### src/rtl/multicycle_control.sv
// Multicycle instruction controller: sequences fetch, decode, execute,
// memory and writeback for an RV32I-style datapath. It also keeps a sticky
// illegal/timeout trap and a retired-instruction counter.
package cpu_package;
  typedef enum logic [3:0] {
    ALU_ADD, ALU_SUB, ALU_SLL, ALU_SLT, ALU_SLTU, ALU_XOR,
    ALU_SRL, ALU_SRA, ALU_OR, ALU_AND, ALU_PASS_B
  } alu_function_t;
  typedef enum logic [2:0] {R_TYPE, I_TYPE, S_TYPE, B_TYPE, U_TYPE, J_TYPE} instruction_type_t;
endpackage

module multicycle_control
  import cpu_package::*;
#(
  parameter int XLEN        = 32,
  parameter int BRANCH_LT   = 1,
  parameter int MEM_TIMEOUT = 16
) (
  input  logic              clk,
  input  logic              reset,
  input  logic [31:0]       instruction,
  input  logic              alu_equal,
  input  logic              alu_less,
  input  logic              mem_ready,
  output logic              mem_req,
  output logic              mem_we,
  output logic              ir_write,
  output logic              reg_write,
  output logic              pc_write,
  output logic [1:0]        pc_src,
  output alu_function_t     alu_control,
  output instruction_type_t instruction_type,
  output logic [XLEN-1:0]   imm,
  output logic              illegal,
  output logic              mem_error,
  output logic [XLEN-1:0]   retired
);

  localparam int WW = $clog2(MEM_TIMEOUT + 1);

  localparam logic [6:0] OP_LOAD   = 7'b0000011;
  localparam logic [6:0] OP_STORE  = 7'b0100011;
  localparam logic [6:0] OP_OP     = 7'b0110011;
  localparam logic [6:0] OP_IMM    = 7'b0010011;
  localparam logic [6:0] OP_BRANCH = 7'b1100011;
  localparam logic [6:0] OP_JAL    = 7'b1101111;
  localparam logic [6:0] OP_JALR   = 7'b1100111;
  localparam logic [6:0] OP_LUI    = 7'b0110111;
  localparam logic [6:0] OP_AUIPC  = 7'b0010111;

  typedef enum logic [2:0] {S_FETCH, S_DECODE, S_EXECUTE, S_MEMORY, S_WRITEBACK, S_TRAP} state_t;

  state_t            state_q;
  logic [31:0]       ir_q;
  logic [XLEN-1:0]   imm_q, retired_q;
  alu_function_t     alu_q, alu_d;
  instruction_type_t type_q, type_d;
  logic              illegal_q, mem_error_q;
  logic [WW-1:0]     wait_q;

  logic [6:0]        opcode;
  logic [2:0]        funct3;
  logic              legal, taken, is_store, is_mem, wait_tick, timeout;
  logic signed [31:0] imm32;

  assign opcode   = ir_q[6:0];
  assign funct3   = ir_q[14:12];
  assign is_store = (opcode == OP_STORE);
  assign is_mem   = (opcode == OP_LOAD) || is_store;

  // ALU function shared by op and op-imm; alt selects sub/sra
  function automatic alu_function_t arith_alu(input logic [2:0] f3, input logic alt, input logic allow_sub);
    case (f3)
      3'b000:  return (alt && allow_sub) ? ALU_SUB : ALU_ADD;
      3'b001:  return ALU_SLL;
      3'b010:  return ALU_SLT;
      3'b011:  return ALU_SLTU;
      3'b100:  return ALU_XOR;
      3'b101:  return alt ? ALU_SRA : ALU_SRL;
      3'b110:  return ALU_OR;
      default: return ALU_AND;
    endcase
  endfunction

  // Decode of the latched instruction: format, immediate, ALU function, legality
  always_comb begin
    imm32  = '0;
    type_d = R_TYPE;
    alu_d  = ALU_ADD;
    legal  = 1'b1;
    case (opcode)
      OP_LOAD, OP_JALR: begin
        type_d = I_TYPE;
        imm32  = {{20{ir_q[31]}}, ir_q[31:20]};
      end
      OP_IMM: begin
        type_d = I_TYPE;
        imm32  = {{20{ir_q[31]}}, ir_q[31:20]};
        alu_d  = arith_alu(funct3, ir_q[30], 1'b0);
      end
      OP_STORE: begin
        type_d = S_TYPE;
        imm32  = {{20{ir_q[31]}}, ir_q[31:25], ir_q[11:7]};
      end
      OP_BRANCH: begin
        type_d = B_TYPE;
        imm32  = {{19{ir_q[31]}}, ir_q[31], ir_q[7], ir_q[30:25], ir_q[11:8], 1'b0};
        alu_d  = funct3[2] ? (funct3[1] ? ALU_SLTU : ALU_SLT) : ALU_SUB;
        // 010/011 are unassigned; the ordered compares are optional hardware
        if (funct3[2:1] == 2'b01) legal = 1'b0;
        if (funct3[2] && (BRANCH_LT == 0)) legal = 1'b0;
      end
      OP_LUI: begin
        type_d = U_TYPE;
        imm32  = {ir_q[31:12], 12'b0};
        alu_d  = ALU_PASS_B;
      end
      OP_AUIPC: begin
        type_d = U_TYPE;
        imm32  = {ir_q[31:12], 12'b0};
      end
      OP_JAL: begin
        type_d = J_TYPE;
        imm32  = {{11{ir_q[31]}}, ir_q[31], ir_q[19:12], ir_q[20], ir_q[30:21], 1'b0};
      end
      OP_OP: begin
        type_d = R_TYPE;
        alu_d  = arith_alu(funct3, ir_q[30], 1'b1);
      end
      default: legal = 1'b0;
    endcase
  end

  // Branch outcome from the ALU flags
  always_comb begin
    case (funct3)
      3'b000:         taken = alu_equal;
      3'b001:         taken = !alu_equal;
      3'b100, 3'b110: taken = alu_less;
      3'b101, 3'b111: taken = !alu_less;
      default:        taken = 1'b0;
    endcase
  end

  // Strobes decoded from state; reset leaves only the fetch request visible
  always_comb begin
    mem_req   = 1'b0;
    mem_we    = 1'b0;
    ir_write  = 1'b0;
    reg_write = 1'b0;
    pc_write  = 1'b0;
    pc_src    = 2'd0;
    case (state_q)
      S_FETCH: begin
        mem_req  = 1'b1;
        ir_write = mem_ready;
      end
      S_EXECUTE: if (opcode == OP_BRANCH) begin
        pc_write = 1'b1;
        pc_src   = taken ? 2'd1 : 2'd0;
      end
      S_MEMORY: begin
        mem_req  = 1'b1;
        mem_we   = is_store;
        pc_write = is_store && mem_ready;
      end
      S_WRITEBACK: begin
        reg_write = (ir_q[11:7] != 5'd0);
        pc_write  = 1'b1;
        pc_src    = (opcode == OP_JAL) ? 2'd1 : (opcode == OP_JALR) ? 2'd2 : 2'd0;
      end
      default: ;
    endcase
    if (reset) begin
      mem_we    = 1'b0;
      ir_write  = 1'b0;
      reg_write = 1'b0;
      pc_write  = 1'b0;
      pc_src    = 2'd0;
      mem_req   = (state_q == S_FETCH);
    end
  end

  // A ready in the limit cycle still completes, so the timeout needs ready low
  assign wait_tick = mem_req && !mem_ready;
  assign timeout   = wait_tick && (wait_q == WW'(MEM_TIMEOUT - 1));

  // Main sequencer with its registered decode results, flags and counters
  always_ff @(posedge clk) begin
    if (reset) begin
      state_q     <= S_FETCH;
      ir_q        <= '0;
      imm_q       <= '0;
      alu_q       <= ALU_ADD;
      type_q      <= R_TYPE;
      illegal_q   <= 1'b0;
      mem_error_q <= 1'b0;
      wait_q      <= '0;
      retired_q   <= '0;
    end else begin
      if (pc_write)  retired_q <= retired_q + XLEN'(1);
      if (wait_tick) wait_q    <= wait_q + WW'(1);
      case (state_q)
        S_FETCH: begin
          if (mem_ready) begin
            ir_q    <= instruction;
            state_q <= S_DECODE;
          end else if (timeout) begin
            mem_error_q <= 1'b1;
            state_q     <= S_TRAP;
          end
        end
        S_DECODE: begin
          imm_q  <= XLEN'(imm32);
          alu_q  <= alu_d;
          type_q <= type_d;
          if (legal) begin
            state_q <= S_EXECUTE;
          end else begin
            illegal_q <= 1'b1;
            state_q   <= S_TRAP;
          end
        end
        S_EXECUTE: begin
          if (opcode == OP_BRANCH) begin
            wait_q  <= '0;
            state_q <= S_FETCH;
          end else if (is_mem) begin
            wait_q  <= '0;
            state_q <= S_MEMORY;
          end else begin
            state_q <= S_WRITEBACK;
          end
        end
        S_MEMORY: begin
          if (mem_ready) begin
            if (is_store) begin
              wait_q  <= '0;
              state_q <= S_FETCH;
            end else begin
              state_q <= S_WRITEBACK;
            end
          end else if (timeout) begin
            mem_error_q <= 1'b1;
            state_q     <= S_TRAP;
          end
        end
        S_WRITEBACK: begin
          wait_q  <= '0;
          state_q <= S_FETCH;
        end
        default: state_q <= S_TRAP;
      endcase
    end
  end

  assign alu_control      = alu_q;
  assign instruction_type = type_q;
  assign imm              = imm_q;
  assign illegal          = illegal_q;
  assign mem_error        = mem_error_q;
  assign retired          = retired_q;

endmodule

### config.mk
export PLATFORM = sky130hd
export DESIGN_NAME = multicycle_control
export DESIGN_NICKNAME = d
export VERILOG_FILES = /design/src/rtl/multicycle_control.sv
export SDC_FILE = /design/constraint.sdc
export NUM_CORES = 1
export LEC_CHECK = 0
export BUFFER_PORTS_ARGS = -buffer_cell sky130_fd_sc_hd__buf_4
export CORE_ASPECT_RATIO = 0.6
export CORE_UTILIZATION = 30
export CTS_BUF_LIST = sky130_fd_sc_hd__clkbuf_16
export CTS_CLUSTER_DIAMETER = 60
export DETAILED_ROUTE_END_ITERATION = 16
export PLACE_DENSITY = 0.57
export SLEW_MARGIN = 30
export SYNTH_ARGS = -nofsm -noshare
export SYNTH_HDL_FRONTEND = slang
export SYNTH_SLANG_ARGS = --single-unit
### constraint.sdc
create_clock -name clk -period 2.33 [get_ports clk]
set_clock_uncertainty 0.05 [all_clocks]
set_input_delay 0.466 -clock clk [delete_from_list [all_inputs] [get_ports clk]]
set_output_delay 0.466 -clock clk [all_outputs]
set_load 0.05 [all_outputs]
==> results of run 1 <==
==> synth_stat cells (all sizes together), types with 5 or more instances <==
cell / instances
nand2: 118
dfxtp: 113
a21oi: 89
o21ai: 48
nor2: 47
clkbuf: 39
nand3: 19
or3: 16
inv: 15
nor3: 10
a211oi: 8
a22oi: 7
and3: 7
nand4: 7
o31ai: 7
buf: 6
or4: 6
a221oi: 5
and2: 5
nand2b: 5
nand3b: 5
nor2b: 5
nor3b: 5
xnor2: 5
xor2: 5
==> where the power goes <==
group | internal (uW) | switching, uW
Sequential | 2010 | 79.8
Combinational | 276 | 444
Clock | 1780 | 943
Total | 4070 | 1470
==> logic make-up after synthesis <==
family                   share of synthesized area [%]
flip-flops                                        43.7
multiplexers                                     0.604
XOR/XNOR                                          1.69
AND/OR/NAND/NOR                                   25.8
buffers and inverters                             4.42
adder cells (fa/ha/maj)                          0.725
AO/OA/AOI/OAI                                     23.0
==> cell type report <==
| class | count | area (sq um) | area share [%] |
|---|---|---|---|
| Inverter | 15 | 60.1 | 0.818 |
| Tap cell | 228 | 285 | 3.89 |
| Clock inverter | 14 | 190 | 2.59 |
| Sequential cell | 113 | 2280 | 31.1 |
| Multi-Input combinational cell | 484 | 2770 | 37.8 |
| Timing Repair Buffer | 170 | 1320 | 18.0 |
| Clock buffer | 17 | 425 | 5.80 |
==> state kept, by name, summed over array words and instances, names as in the netlist <==
register / cells
illegal: 1
state_q: 3
retired: 32
instruction_type: 3
wait_q: 5
alu_control: 4
imm: 32
ir_q: 32
mem_error: 1
==> per-stage QoR <==
| step | util [%] | instance area (sq um) | power, uW | TNS [ns] | instances |
|---|---|---|---|---|---|
| 5_1_grt | 44.4 | 7340 | 5750 | -0.126 | 1041 |
| 3_5_place_dp | 39.5 | 6530 | 2800 | 0 | 1000 |
| 3_3_place_gp | 39.5 | 6530 | 2800 | 0 | 1000 |
| 4_1_cts | 43.7 | 7220 | 5550 | 0 | 1032 |
| 2_1_floorplan | - | 5220 | 2530 | -0.0565 | 657 |
| 6_report | 44.4 | 7340 | 5540 | 0 | 1041 |
==> worst register-to-register path, stage by stage, from the launching register on <==
cell	delay, ns
sky130_fd_sc_hd__dfxtp_2	0.38
sky130_fd_sc_hd__nand4_2	0.14
sky130_fd_sc_hd__or4_4	0.57
sky130_fd_sc_hd__a2111o_1	0.47
sky130_fd_sc_hd__or3_1	0.38
sky130_fd_sc_hd__a21oi_1	0.17
==> timing repair <==
item                       in CTS  in global routing
resized for setup              14                 20
hold buffers                    0                  0
setup endpoints to repair       6                 13
buffers inserted                1                  9
pin swaps                       2                  7
==> per-layer routing <==
metal	GRT usage, %	vias to the layer above	share of wire, %
met5	0	-	0
met4	5.10	0	0.83
met3	5.77	14	7.5
met2	23.8	187	38
met1	30.5	2470	54
li1	-	2624	-
==> path summary, 6_finish.rpt <==
check / endpoint / slack (ns) / cells past startpoint
max: pc_src[0] / 0.02 / 6
max reg2reg: retired[28] / 0.09 / 5
min: ir_q[18] / 0.25 / 3
min reg2reg: imm[24] / 0.41 / 2
==> impl_results.html, run 1 <==
<table>
<tr><th>Metric</th><th>Value</th></tr>
<tr><th colspan="2">Synth</th></tr>
<tr><td>Synthesized instance count</td><td>about 660</td></tr>
<tr><td>Seq cells post-synth</td><td>about 110</td></tr>
<tr><td>Share of the synthesized area in the top cell type</td><td>43.7%</td></tr>
<tr><td>Post-synthesis cell area</td><td>5180 sq um</td></tr>
<tr><td>Post-synthesis cell type with the largest combined area</td><td>sky130_fd_sc_hd__dfxtp_1</td></tr>
<tr><td>Cells taking the most area after synthesis</td><td>sky130_fd_sc_hd__dfxtp_1 44%, sky130_fd_sc_hd__a21oi_1 8.6%, sky130_fd_sc_hd__nand2_1 8.6%, sky130_fd_sc_hd__o21ai_0 4.6%, sky130_fd_sc_hd__nor2_1 3.4%</td></tr>
<tr><td>FFs w/ async S/R, synth</td><td>0%</td></tr>
<tr><td>Synth warn</td><td>0</td></tr>
<tr><td>Avg Cell Area, Syn</td><td>7.88 sq um</td></tr>
<tr><td>Count of unique library cells instantiated by Yosys</td><td>slightly above 60</td></tr>
<tr><td>Number of synthesized flops with an enable pin</td><td>0</td></tr>
<tr><td>Portion of the post-synthesis area used by sequential elements</td><td>43.7%</td></tr>
<tr><td>Post-Syn Nets</td><td>between 600 and 700</td></tr>
<tr><td>Predominant post-synthesis flop cell</td><td>sky130_fd_sc_hd__dfxtp_1</td></tr>
<tr><th colspan="2">Setup path</th></tr>
<tr><td>Largest driver fanout on the critical path</td><td>2</td></tr>
<tr><td>Arrival time of the worst setup path</td><td>1.79 ns</td></tr>
<tr><td>Master of the slowest instance on the critical path</td><td>sky130_fd_sc_hd__dfxtp_2</td></tr>
<tr><td>Endpoint required time on the critical path</td><td>~1.8 ns</td></tr>
<tr><td>Startpoint types</td><td>flop</td></tr>
<tr><td>CP Class</td><td>reg2out</td></tr>
<tr><td>R2R Path Start</td><td>retired[6]</td></tr>
<tr><td>Worst path max stage delay</td><td>between 0.3 and 0.4 ns</td></tr>
<tr><td>Critical path origin</td><td>ir_q[4]</td></tr>
<tr><td>Buf+Inv Stages, Crit Path</td><td>2</td></tr>
<tr><td>Largest delay share family, worst path</td><td>simple AND/OR/NAND/NOR gates</td></tr>
<tr><td>Worst Setup End Kind</td><td>output port</td></tr>
<tr><td>Crit path top cell by count</td><td>sky130_fd_sc_hd__buf_6</td></tr>
<tr><td>Sequence of cells on the critical path</td><td>buf_6, nand4b_1, nor3_2, a32oi_1, nor2_1, buf_6</td></tr>
<tr><th colspan="2">Global route</th></tr>
<tr><td>Gr ovfl total</td><td>0</td></tr>
<tr><td>Wire length of the first global-routing pass</td><td>26.6 mm</td></tr>
<tr><td>Number of antenna violations at the first check in global routing</td><td>0</td></tr>
<tr><td>Maximum number of pins on one net before global-route repair</td><td>44</td></tr>
<tr><td>Vias in the first global route</td><td>4859</td></tr>
<tr><td>Gr usage total</td><td>roughly 19%</td></tr>
<tr><th colspan="2">STA</th></tr>
<tr><td>Fin crit share</td><td>between 90 and 100%</td></tr>
<tr><td>Transition time at the pin with the least slew margin</td><td>between 0.5 and 0.6 ns</td></tr>
<tr><td>Worst slew margin</td><td>a little over three fifths</td></tr>
<tr><td>Total of endpoints with negative setup slack in the final report</td><td>0</td></tr>
<tr><td>Count of pins over their slew limit</td><td>0</td></tr>
<tr><td>Smallest setup slack after layout</td><td>~0.024 ns</td></tr>
<tr><td>Setup repair after global routing missed its margin</td><td>yes</td></tr>
<tr><td>Hold slack final</td><td>0.252 ns</td></tr>
<tr><td>Timing-limited maximum frequency</td><td>434 MHz</td></tr>
<tr><td>Period minus WS final</td><td>between 2 and 2.5 ns</td></tr>
<tr><td>Fin. Hold Viols</td><td>0</td></tr>
<tr><th colspan="2">Clock network</th></tr>
<tr><td>Clock buffers created by TritonCTS</td><td>17</td></tr>
<tr><td>Skew-Pair Late Insertion Delay</td><td>0.41 ns</td></tr>
<tr><td>Max clock buf depth</td><td>2</td></tr>
<tr><td>Clock sink count</td><td>approximately 110</td></tr>
<tr><td>Number of H-tree branching levels</td><td>4</td></tr>
<tr><td>Clock tree from TritonCTS</td><td>done</td></tr>
<tr><td>Root Driver</td><td>sky130_fd_sc_hd__clkbuf_16</td></tr>
<tr><td>Clock transition at the register clock pins on the worst setup and hold paths after CTS</td><td>about 0.06 ns</td></tr>
<tr><th colspan="2">Floorplan</th></tr>
<tr><td>I/O pins</td><td>around 120</td></tr>
<tr><td>Height of the die</td><td>a little over 100 um</td></tr>
<tr><td>Placement row count</td><td>36</td></tr>
<tr><td>CORE AREA</td><td>between 15000 and 20000 sq um</td></tr>
<tr><td>Die outline area</td><td>17800 sq um</td></tr>
<tr><td>Die X</td><td>approximately 170 um</td></tr>
<tr><td>Initial Utilization</td><td>between 30% and 40%</td></tr>
<tr><th colspan="2">Placed design</th></tr>
<tr><td>Post-Place Worst Slack</td><td>0.0948 ns</td></tr>
<tr><td>Count of input and output buffers</td><td>about 120</td></tr>
<tr><td>RD Place Congestion</td><td>0.879</td></tr>
<tr><td>Half-perimeter wire length after placement</td><td>about 12 mm</td></tr>
<tr><th colspan="2">Cells and area</th></tr>
<tr><td>Number of fill cells in the layout</td><td>1703</td></tr>
<tr><td>Nets</td><td>about 840</td></tr>
<tr><td>Most common cell after layout, fill and taps aside</td><td>sky130_fd_sc_hd__buf_4</td></tr>
<tr><td>Share of post-route cells with drive strength above 1</td><td>between 20 and 30%</td></tr>
<tr><td>Syn-to-layout area delta</td><td>41.7%</td></tr>
<tr><td>Number of antenna diodes</td><td>0</td></tr>
<tr><td>Highest-count cells in the layout ignoring fill and taps</td><td>161 x sky130_fd_sc_hd__buf_4, 116 x sky130_fd_sc_hd__nand2_1, 101 x sky130_fd_sc_hd__dfxtp_1</td></tr>
<tr><th colspan="2">Drt</th></tr>
<tr><td>Number of nets with antenna violations after detailed routing</td><td>0</td></tr>
<tr><td>Detailed-route via count</td><td>roughly 5300</td></tr>
<tr><td>Drt via density</td><td>approximately 5</td></tr>
<tr><td>Total Routed Length</td><td>approximately 17 mm</td></tr>
<tr><td>Residual DRC count</td><td>0</td></tr>
<tr><td>Number of violations reported at the end of detailed-routing iteration 0</td><td>about 370</td></tr>
<tr><td>Detailed-router iteration count before antenna repair</td><td>5</td></tr>
<tr><td>WL per Instance</td><td>between 15 and 20 um</td></tr>
<tr><th colspan="2">Pwr</th></tr>
<tr><td>Worst ir drop on vdd</td><td>0.465 mV</td></tr>
<tr><td>Leak Pwr</td><td>~0.0028 uW</td></tr>
<tr><td>Power density of the placed cells</td><td>754 nW/um^2</td></tr>
<tr><th colspan="2">Min path</th></tr>
<tr><td>Hold WC Path Type</td><td>in2reg</td></tr>
<tr><td>Startpoint of the tightest hold check path</td><td>instruction[18]</td></tr>
<tr><th colspan="2">Run status</th></tr>
<tr><td>Status</td><td>finished clean</td></tr>
<tr><th colspan="2">Job</th></tr>
<tr><td>Max-cap violations</td><td>0</td></tr>
</table>
Power figures use the tool's default switching activity.
==> inputs of run 2 (changes only) <==
--- a/config.mk
+++ b/config.mk
@@ -5,13 +5,13 @@
 export SDC_FILE = /design/constraint.sdc
 export NUM_CORES = 1
 export LEC_CHECK = 0
-export BUFFER_PORTS_ARGS = -buffer_cell sky130_fd_sc_hd__buf_4
 export CORE_ASPECT_RATIO = 0.6
 export CORE_UTILIZATION = 30
 export CTS_BUF_LIST = sky130_fd_sc_hd__clkbuf_16
 export CTS_CLUSTER_DIAMETER = 60
 export DETAILED_ROUTE_END_ITERATION = 16
-export PLACE_DENSITY = 0.57
+export DONT_BUFFER_PORTS = 1
+export PLACE_DENSITY = 0.51
 export SLEW_MARGIN = 30
 export SYNTH_ARGS = -nofsm -noshare
 export SYNTH_HDL_FRONTEND = slang
==> impl_results.html, run 2 (same netlist as run 1, synthesis figures left out) <==
<table>
<tr><th>Metric</th><th>Value</th></tr>
<tr><th colspan="2">Pwr</th></tr>
<tr><td>Post-layout total power</td><td>5280 uW (-4.6%)</td></tr>
<tr><td>Worst ir drop on vdd</td><td>0.437 mV (-6.1%)</td></tr>
<tr><td>Leak Pwr</td><td>0.00235 uW (-17%)</td></tr>
<tr><td>Power density of the placed cells</td><td>787 nW/um^2 (+4.4%)</td></tr>
<tr><th colspan="2">STA</th></tr>
<tr><td>Transition time at the pin with the least slew margin</td><td>0.713 ns (+0.157 ns)</td></tr>
<tr><td>Setup TNS</td><td>0 ns (unchanged)</td></tr>
<tr><td>Period minus WS final</td><td>2.30 ns (-0.0105 ns)</td></tr>
<tr><td>Total of endpoints with negative setup slack in the final report</td><td>0 (unchanged)</td></tr>
<tr><td>Hold slack final</td><td>0.0599 ns (-0.192 ns)</td></tr>
<tr><td>Worst slew margin</td><td>52.4% (-10 points)</td></tr>
<tr><td>Fin. Hold Viols</td><td>0 (unchanged)</td></tr>
<tr><td>Fin crit share</td><td>98.5% (-0.45 points)</td></tr>
<tr><td>Timing-limited maximum frequency</td><td>436 MHz (+0.46%)</td></tr>
<tr><td>Count of pins over their slew limit</td><td>0 (unchanged)</td></tr>
<tr><td>Smallest setup slack after layout</td><td>0.0344 ns (+0.0105 ns)</td></tr>
<tr><td>Setup repair after global routing missed its margin</td><td>yes</td></tr>
<tr><th colspan="2">Setup path</th></tr>
<tr><td>Endpoint required time on the critical path</td><td>1.81 ns (about the same)</td></tr>
<tr><td>CP Class</td><td>reg2out</td></tr>
<tr><td>Number of cells traversed by the worst register-to-register path</td><td>11 (+6)</td></tr>
<tr><td>Register-to-register path setup slack</td><td>0.11 ns (+0.02 ns)</td></tr>
<tr><td>R2R Path Start</td><td>ir_q[4]</td></tr>
<tr><td>Startpoint types</td><td>flop</td></tr>
<tr><td>Arrival time of the worst setup path</td><td>1.78 ns (about the same)</td></tr>
<tr><td>Worst Setup End Kind</td><td>output port</td></tr>
<tr><td>Largest driver fanout on the critical path</td><td>6 (+4)</td></tr>
<tr><td>Capture instance of the worst register-to-register path</td><td>imm[8]</td></tr>
<tr><th colspan="2">Cells and area</th></tr>
<tr><td>Number of fill cells in the layout</td><td>1682 (-1.2%)</td></tr>
<tr><td>Share of post-route cells with drive strength above 1</td><td>21.7% (-8.1 points)</td></tr>
<tr><td>Post-route core utilization</td><td>40.6% (-3.8 points)</td></tr>
<tr><td>Syn-to-layout area delta</td><td>29.5%</td></tr>
<tr><td>Highest-count cells in the layout ignoring fill and taps</td><td>117 x sky130_fd_sc_hd__nand2_1, 99 x sky130_fd_sc_hd__dfxtp_1, 87 x sky130_fd_sc_hd__a21oi_1</td></tr>
<tr><td>Most common cell after layout, fill and taps aside</td><td>sky130_fd_sc_hd__nand2_1</td></tr>
<tr><td>Nets</td><td>750 (-11%)</td></tr>
<tr><td>Number of antenna diodes</td><td>0 (unchanged)</td></tr>
<tr><th colspan="2">Floorplan</th></tr>
<tr><td>Die outline area</td><td>17800 sq um (unchanged)</td></tr>
<tr><td>Initial Utilization</td><td>31.3% (unchanged)</td></tr>
<tr><td>I/O pins</td><td>117 (unchanged)</td></tr>
<tr><td>Die X</td><td>172 um (unchanged)</td></tr>
<tr><td>CORE AREA</td><td>16500 sq um (unchanged)</td></tr>
<tr><td>Placement row count</td><td>36 (unchanged)</td></tr>
<tr><td>Height of the die</td><td>104 um (unchanged)</td></tr>
<tr><th colspan="2">Drt</th></tr>
<tr><td>Number of violations reported at the end of detailed-routing iteration 0</td><td>417 (+14%)</td></tr>
<tr><td>Detailed-router iteration count before antenna repair</td><td>5 (unchanged)</td></tr>
<tr><td>Total Routed Length</td><td>16.4 mm (-3.1%)</td></tr>
<tr><td>Drt via density</td><td>5.23 (+2.7%)</td></tr>
<tr><td>Number of nets with antenna violations after detailed routing</td><td>0 (unchanged)</td></tr>
<tr><td>Residual DRC count</td><td>0 (unchanged)</td></tr>
<tr><td>Detailed-route via count</td><td>4969 (-6.2%)</td></tr>
<tr><td>WL per Instance</td><td>17.3 um (+6.1%)</td></tr>
<tr><th colspan="2">Clock network</th></tr>
<tr><td>Root Driver</td><td>sky130_fd_sc_hd__clkbuf_16</td></tr>
<tr><td>Clock sink count</td><td>113 (unchanged)</td></tr>
<tr><td>Skew-Pair Late Insertion Delay</td><td>0.42 ns (about the same)</td></tr>
<tr><td>Number of H-tree branching levels</td><td>4 (unchanged)</td></tr>
<tr><td>Cts-stage hold buffer count</td><td>0 (unchanged)</td></tr>
<tr><td>Clock tree from TritonCTS</td><td>done</td></tr>
<tr><td>Max clock buf depth</td><td>2 (unchanged)</td></tr>
<tr><td>Clock buffers created by TritonCTS</td><td>17 (unchanged)</td></tr>
<tr><td>Clock transition at the register clock pins on the worst setup and hold paths after CTS</td><td>0.06 ns (about the same)</td></tr>
<tr><th colspan="2">Placed design</th></tr>
<tr><td>Count of input and output buffers</td><td>0 (-100%)</td></tr>
<tr><td>RD Place Congestion</td><td>0.900 (+2.5%)</td></tr>
<tr><td>Post-Place Worst Slack</td><td>0.135 ns (+0.0398 ns)</td></tr>
<tr><td>Half-perimeter wire length after placement</td><td>11.9 mm (-3.2%)</td></tr>
<tr><th colspan="2">Global route</th></tr>
<tr><td>Most Crowded Layer GR</td><td>met1</td></tr>
<tr><td>Maximum number of pins on one net before global-route repair</td><td>94 (+110%)</td></tr>
<tr><td>M2 GR Usage</td><td>24.5% (+0.64 points)</td></tr>
<tr><td>Gr ovfl total</td><td>0 (unchanged)</td></tr>
<tr><td>Gr usage total</td><td>19.0% (-0.16 points)</td></tr>
<tr><td>Number of antenna violations at the first check in global routing</td><td>0 (unchanged)</td></tr>
<tr><td>Wire length of the first global-routing pass</td><td>25.7 mm (-3.1%)</td></tr>
<tr><td>GRT met1 Usage</td><td>27.6% (-3.0 points)</td></tr>
<tr><td>GRT met3 Usage</td><td>8.10% (+2.3 points)</td></tr>
<tr><td>Vias in the first global route</td><td>4677 (-3.7%)</td></tr>
<tr><th colspan="2">Min path</th></tr>
<tr><td>Hold WC Path Type</td><td>in2reg</td></tr>
<tr><td>Startpoint of the tightest hold check path</td><td>reset</td></tr>
<tr><td>Min-Delay Path Depth</td><td>1 (-2)</td></tr>
<tr><td>End of the worst hold path</td><td>retired[9]</td></tr>
<tr><th colspan="2">Run status</th></tr>
<tr><td>Status</td><td>finished clean</td></tr>
<tr><th colspan="2">Job</th></tr>
<tr><td>Max-cap violations</td><td>0 (unchanged)</td></tr>
</table>
## run 2: cell count changes in the layout (fill, tap and decap cells not counted), sizes merged
| cell | change |
|---|---|
| buf | -91 |
| bufinv | -2 |
| clkinv | +1 |
| clkinvlp | -2 |
| inv | +4 |
## run 2: critical path, cell delays in order (launching register included)
cell	delay [ns]
sky130_fd_sc_hd__dfxtp_4	0.37
sky130_fd_sc_hd__and3b_2	0.24
sky130_fd_sc_hd__o2111a_2	0.29
sky130_fd_sc_hd__o21ai_4	0.17
sky130_fd_sc_hd__clkinvlp_4	0.12
sky130_fd_sc_hd__buf_6	0.17
## run 2: per-stage QoR
| stage | std cells | area, sq um |
|---|---|---|
| floorplan | 657 | 5220 |
| global placement | 908 | 5870 |
| detailed placement | 908 | 5870 |
| CTS | 948 | 6620 |
| global route | 951 | 6710 |
| finish | 951 | 6710 |
## run 2: worst max path at each step
stage	end	slack, ns	startpoint	depth (start not counted)
floorplan	mem_we	-0.04	ir_q[2]	5
global placement	retired[24]	0.18	retired[8]	5
detailed placement	retired[28]	0.13	ir_q[0]	6
CTS	pc_write	-0.02	state_q[2]	6
finish	pc_write	0.03	state_q[0]	5
global route	pc_src[0]	-0.05	ir_q[13]	7
## run 2: final cells by class
type                            instances  area (sq um)  share of cell area [%]
Inverter                               15          62.6                   0.932
Sequential cell                       113          2290                    34.1
Multi-Input combinational cell        484          2820                    42.0
Clock inverter                         15           158                    2.35
Tap cell                              228           285                    4.25
Timing Repair Buffer                   79           676                    10.1
Clock buffer                           17           425                    6.34
## run 2: power by group
| group | switching (uW) | total [uW] | leakage (uW) | internal (uW) |
|---|---|---|---|---|
| clock network | 997 | 2580 | 0.000278 | 1580 |
| logic | 332 | 543 | 0.00115 | 210 |
| registers | 145 | 2160 | 0.000924 | 2010 |
| total | 1480 | 5280 | 0.00235 | 3810 |
## run 2: per-layer routing
metal / vias to the layer above / share of wire, %
li1: 2451 / -
met1: 2356 / 52
met2: 149 / 38
met3: 13 / 8.4
met4: 0 / 1.3
met5: - / 0
## run 2: repair_timing
item,CTS,global route
setup buffers,8,3
pin swaps,6,8
setup endpoints to repair,6,9
resized for setup,31,26
==> inputs of run 3 (changes only) <==
--- a/config.mk
+++ b/config.mk
@@ -6,6 +6,7 @@
 export NUM_CORES = 1
 export LEC_CHECK = 0
 export CORE_ASPECT_RATIO = 0.6
+export CORE_MARGIN = 8
 export CORE_UTILIZATION = 30
 export CTS_BUF_LIST = sky130_fd_sc_hd__clkbuf_16
 export CTS_CLUSTER_DIAMETER = 60
==> impl_results.html, run 3 (same netlist as run 1, synthesis figures left out) <==
<table>
<tr><th>Metric</th><th>Value</th></tr>
<tr><th colspan="2">Run status</th></tr>
<tr><td>Status</td><td>complete, but fails checks</td></tr>
<tr><td>Failing checks</td><td>negative setup slack</td></tr>
<tr><th colspan="2">Drt</th></tr>
<tr><td>Detailed-router iteration count before antenna repair</td><td>5 (unchanged)</td></tr>
<tr><td>Number of nets with antenna violations after detailed routing</td><td>0 (unchanged)</td></tr>
<tr><td>Detailed-route via count</td><td>5049 (+1.6%)</td></tr>
<tr><td>Residual DRC count</td><td>0 (unchanged)</td></tr>
<tr><td>Drt via density</td><td>5.25 (+0.45%)</td></tr>
<tr><td>Number of violations reported at the end of detailed-routing iteration 0</td><td>403 (-3.4%)</td></tr>
<tr><td>WL per Instance</td><td>18.0 um (+3.8%)</td></tr>
<tr><td>Total Routed Length</td><td>17.3 mm (+5.0%)</td></tr>
<tr><th colspan="2">Floorplan</th></tr>
<tr><td>Die X</td><td>186 um (+8.2%)</td></tr>
<tr><td>Die outline area</td><td>21900 sq um (+23%)</td></tr>
<tr><td>Initial Utilization</td><td>30.4% (-0.93 points)</td></tr>
<tr><td>Height of the die</td><td>118 um (+13%)</td></tr>
<tr><td>Placement row count</td><td>37 (+2.8%)</td></tr>
<tr><td>CORE AREA</td><td>17000 sq um (+3.1%)</td></tr>
<tr><td>I/O pins</td><td>117 (unchanged)</td></tr>
<tr><th colspan="2">Global route</th></tr>
<tr><td>Maximum number of pins on one net before global-route repair</td><td>94 (unchanged)</td></tr>
<tr><td>Gr usage total</td><td>15.4% (-3.6 points)</td></tr>
<tr><td>Number of antenna violations at the first check in global routing</td><td>1 (+1)</td></tr>
<tr><td>Wire length of the first global-routing pass</td><td>26.5 mm (+2.9%)</td></tr>
<tr><td>Vias in the first global route</td><td>4709 (+0.68%)</td></tr>
<tr><td>Gr ovfl total</td><td>0 (unchanged)</td></tr>
<tr><th colspan="2">Placed design</th></tr>
<tr><td>Count of input and output buffers</td><td>0 (unchanged)</td></tr>
<tr><td>Half-perimeter wire length after placement</td><td>12.9 mm (+8.5%)</td></tr>
<tr><td>Post-Place Worst Slack</td><td>0.0820 ns (-0.0526 ns)</td></tr>
<tr><td>DP Area</td><td>5890 sq um (+0.30%)</td></tr>
<tr><td>RD Place Congestion</td><td>0.876 (-2.7%)</td></tr>
<tr><th colspan="2">Pwr</th></tr>
<tr><td>Leak Pwr</td><td>0.00238 uW (+1.1%)</td></tr>
<tr><td>Power density of the placed cells</td><td>785 nW/um^2 (-0.31%)</td></tr>
<tr><td>Worst ir drop on vdd</td><td>0.377 mV (-14%)</td></tr>
<tr><th colspan="2">STA</th></tr>
<tr><td>Fin crit share</td><td>101% (+2.6 points)</td></tr>
<tr><td>Timing-limited maximum frequency</td><td>425 MHz (-2.6%)</td></tr>
<tr><td>Hold slack final</td><td>0.0770 ns (+0.0171 ns)</td></tr>
<tr><td>Fin. Hold Viols</td><td>0 (unchanged)</td></tr>
<tr><td>Setup repair after global routing missed its margin</td><td>yes</td></tr>
<tr><td>Count of pins over their slew limit</td><td>0 (unchanged)</td></tr>
<tr><td>Smallest setup slack after layout</td><td>-0.0257 ns (-0.0601 ns)</td></tr>
<tr><td>Period minus WS final</td><td>2.36 ns (+0.0601 ns)</td></tr>
<tr><td>Worst slew margin</td><td>56.6% (+4.2 points)</td></tr>
<tr><td>Transition time at the pin with the least slew margin</td><td>0.650 ns (-0.0632 ns)</td></tr>
<tr><td>Total of endpoints with negative setup slack in the final report</td><td>1 (+1)</td></tr>
<tr><th colspan="2">Clock network</th></tr>
<tr><td>Clock sink count</td><td>113 (unchanged)</td></tr>
<tr><td>Skew-Pair Late Insertion Delay</td><td>0.41 ns (about the same)</td></tr>
<tr><td>Clock buffers created by TritonCTS</td><td>17 (unchanged)</td></tr>
<tr><td>Root Driver</td><td>sky130_fd_sc_hd__clkbuf_16</td></tr>
<tr><td>Number of H-tree branching levels</td><td>4 (unchanged)</td></tr>
<tr><td>Max clock buf depth</td><td>2 (unchanged)</td></tr>
<tr><td>Clock tree from TritonCTS</td><td>done</td></tr>
<tr><td>Clock transition at the register clock pins on the worst setup and hold paths after CTS</td><td>0.06 ns (about the same)</td></tr>
<tr><td>Cts-stage hold buffer count</td><td>0 (unchanged)</td></tr>
<tr><th colspan="2">Cells and area</th></tr>
<tr><td>Highest-count cells in the layout ignoring fill and taps</td><td>117 x sky130_fd_sc_hd__nand2_1, 100 x sky130_fd_sc_hd__dfxtp_1, 89 x sky130_fd_sc_hd__a21oi_1</td></tr>
<tr><td>Number of antenna diodes</td><td>0 (unchanged)</td></tr>
<tr><td>Number of fill cells in the layout</td><td>1763 (+4.8%)</td></tr>
<tr><td>Post-route core utilization</td><td>39.4% (-1.2 points)</td></tr>
<tr><td>Most common cell after layout, fill and taps aside</td><td>sky130_fd_sc_hd__nand2_1</td></tr>
<tr><td>Final instance area</td><td>6710 sq um (about the same)</td></tr>
<tr><td>Syn-to-layout area delta</td><td>29.6% (about the same)</td></tr>
<tr><td>Share of post-route cells with drive strength above 1</td><td>21.7% (about the same)</td></tr>
<tr><td>Nets</td><td>755 (+0.67%)</td></tr>
<tr><th colspan="2">Setup path</th></tr>
<tr><td>Arrival time of the worst setup path</td><td>1.84 ns (+0.06 ns)</td></tr>
<tr><td>Endpoint required time on the critical path</td><td>1.81 ns (about the same)</td></tr>
<tr><td>CP Class</td><td>reg2out</td></tr>
<tr><td>Startpoint types</td><td>flop</td></tr>
<tr><td>Worst Setup End Kind</td><td>output port</td></tr>
<tr><td>Largest driver fanout on the critical path</td><td>3 (-3)</td></tr>
<tr><th colspan="2">Job</th></tr>
<tr><td>Max-cap violations</td><td>0 (unchanged)</td></tr>
<tr><th colspan="2">Min path</th></tr>
<tr><td>Hold WC Path Type</td><td>in2reg</td></tr>
</table>
## run 3: cell types whose count changed in the layout (fill, tap and decap cells not counted), sizes merged
cell | before | now
buf | 79 | 84
clkinv | 5 | 6
clkinvlp | 4 | 3
## run 3: critical path, cell delays in order (launching register included)
cell and delay (ns):
sky130_fd_sc_hd__dfxtp_2 0.32, sky130_fd_sc_hd__buf_6 0.12, sky130_fd_sc_hd__nand4bb_4 0.27, sky130_fd_sc_hd__nor2_4 0.14, sky130_fd_sc_hd__nand2_2 0.08, sky130_fd_sc_hd__nor4_2 0.24
sky130_fd_sc_hd__buf_4 0.25
## run 3: path summary, 6_finish.rpt
path | from | to | slack (ns) | depth (start not counted)
worst max-delay path | ir_q[2] | mem_we | -0.03 | 6
worst min-delay path | reset | retired[18] | 0.08 | 1
worst max register to register | state_q[0] | retired[24] | 0.12 | 8
worst min register to register | ir_q[19] | ir_q[19] | 0.40 | 2
## run 3: report_power, final
part           switching (uW)  internal, uW  total (uW)
registers                 146          2020        2160
clock network             982          1580        2570
logic                     332           210         542
## run 3: through the flow
stage | total power [uW] | instances | setup TNS, ns
3_3_place_gp | 2660 | 917 | 0
4_1_cts | 5280 | 951 | -0.0644
3_5_place_dp | 2680 | 917 | 0
5_1_grt | 5480 | 962 | -0.208
6_report | 5270 | 962 | -0.0257
2_1_floorplan | 2530 | 657 | -0.0565
## run 3: cell type report
type / instances / area (sq um) / area share, %
inverters: 15 / 62.6 / 0.932
clock inverters: 15 / 159 / 2.37
clock buffers: 17 / 425 / 6.34
multi-input cells: 484 / 2790 / 41.5
repair buffers: 84 / 706 / 10.5
well taps: 234 / 293 / 4.36
flip-flops and latches: 113 / 2280 / 34.0
## run 3: repair_timing
item	4_1_cts	5_1_grt
buffers inserted	2	11
gates cloned	0	0
resized for setup	25	17
endpoints found under the setup margin	6	8
pin swaps	6	10
## run 3: per-layer routing
layer / track usage (%) / up-vias / wire length, um
met4: 4.64 / 2 / 285
met1: 21.8 / 2410 / 8350
met3: 6.78 / 21 / 1650
met5: 0 / - / 13
met2: 20.5 / 153 / 6980
li1: - / 2463 / -
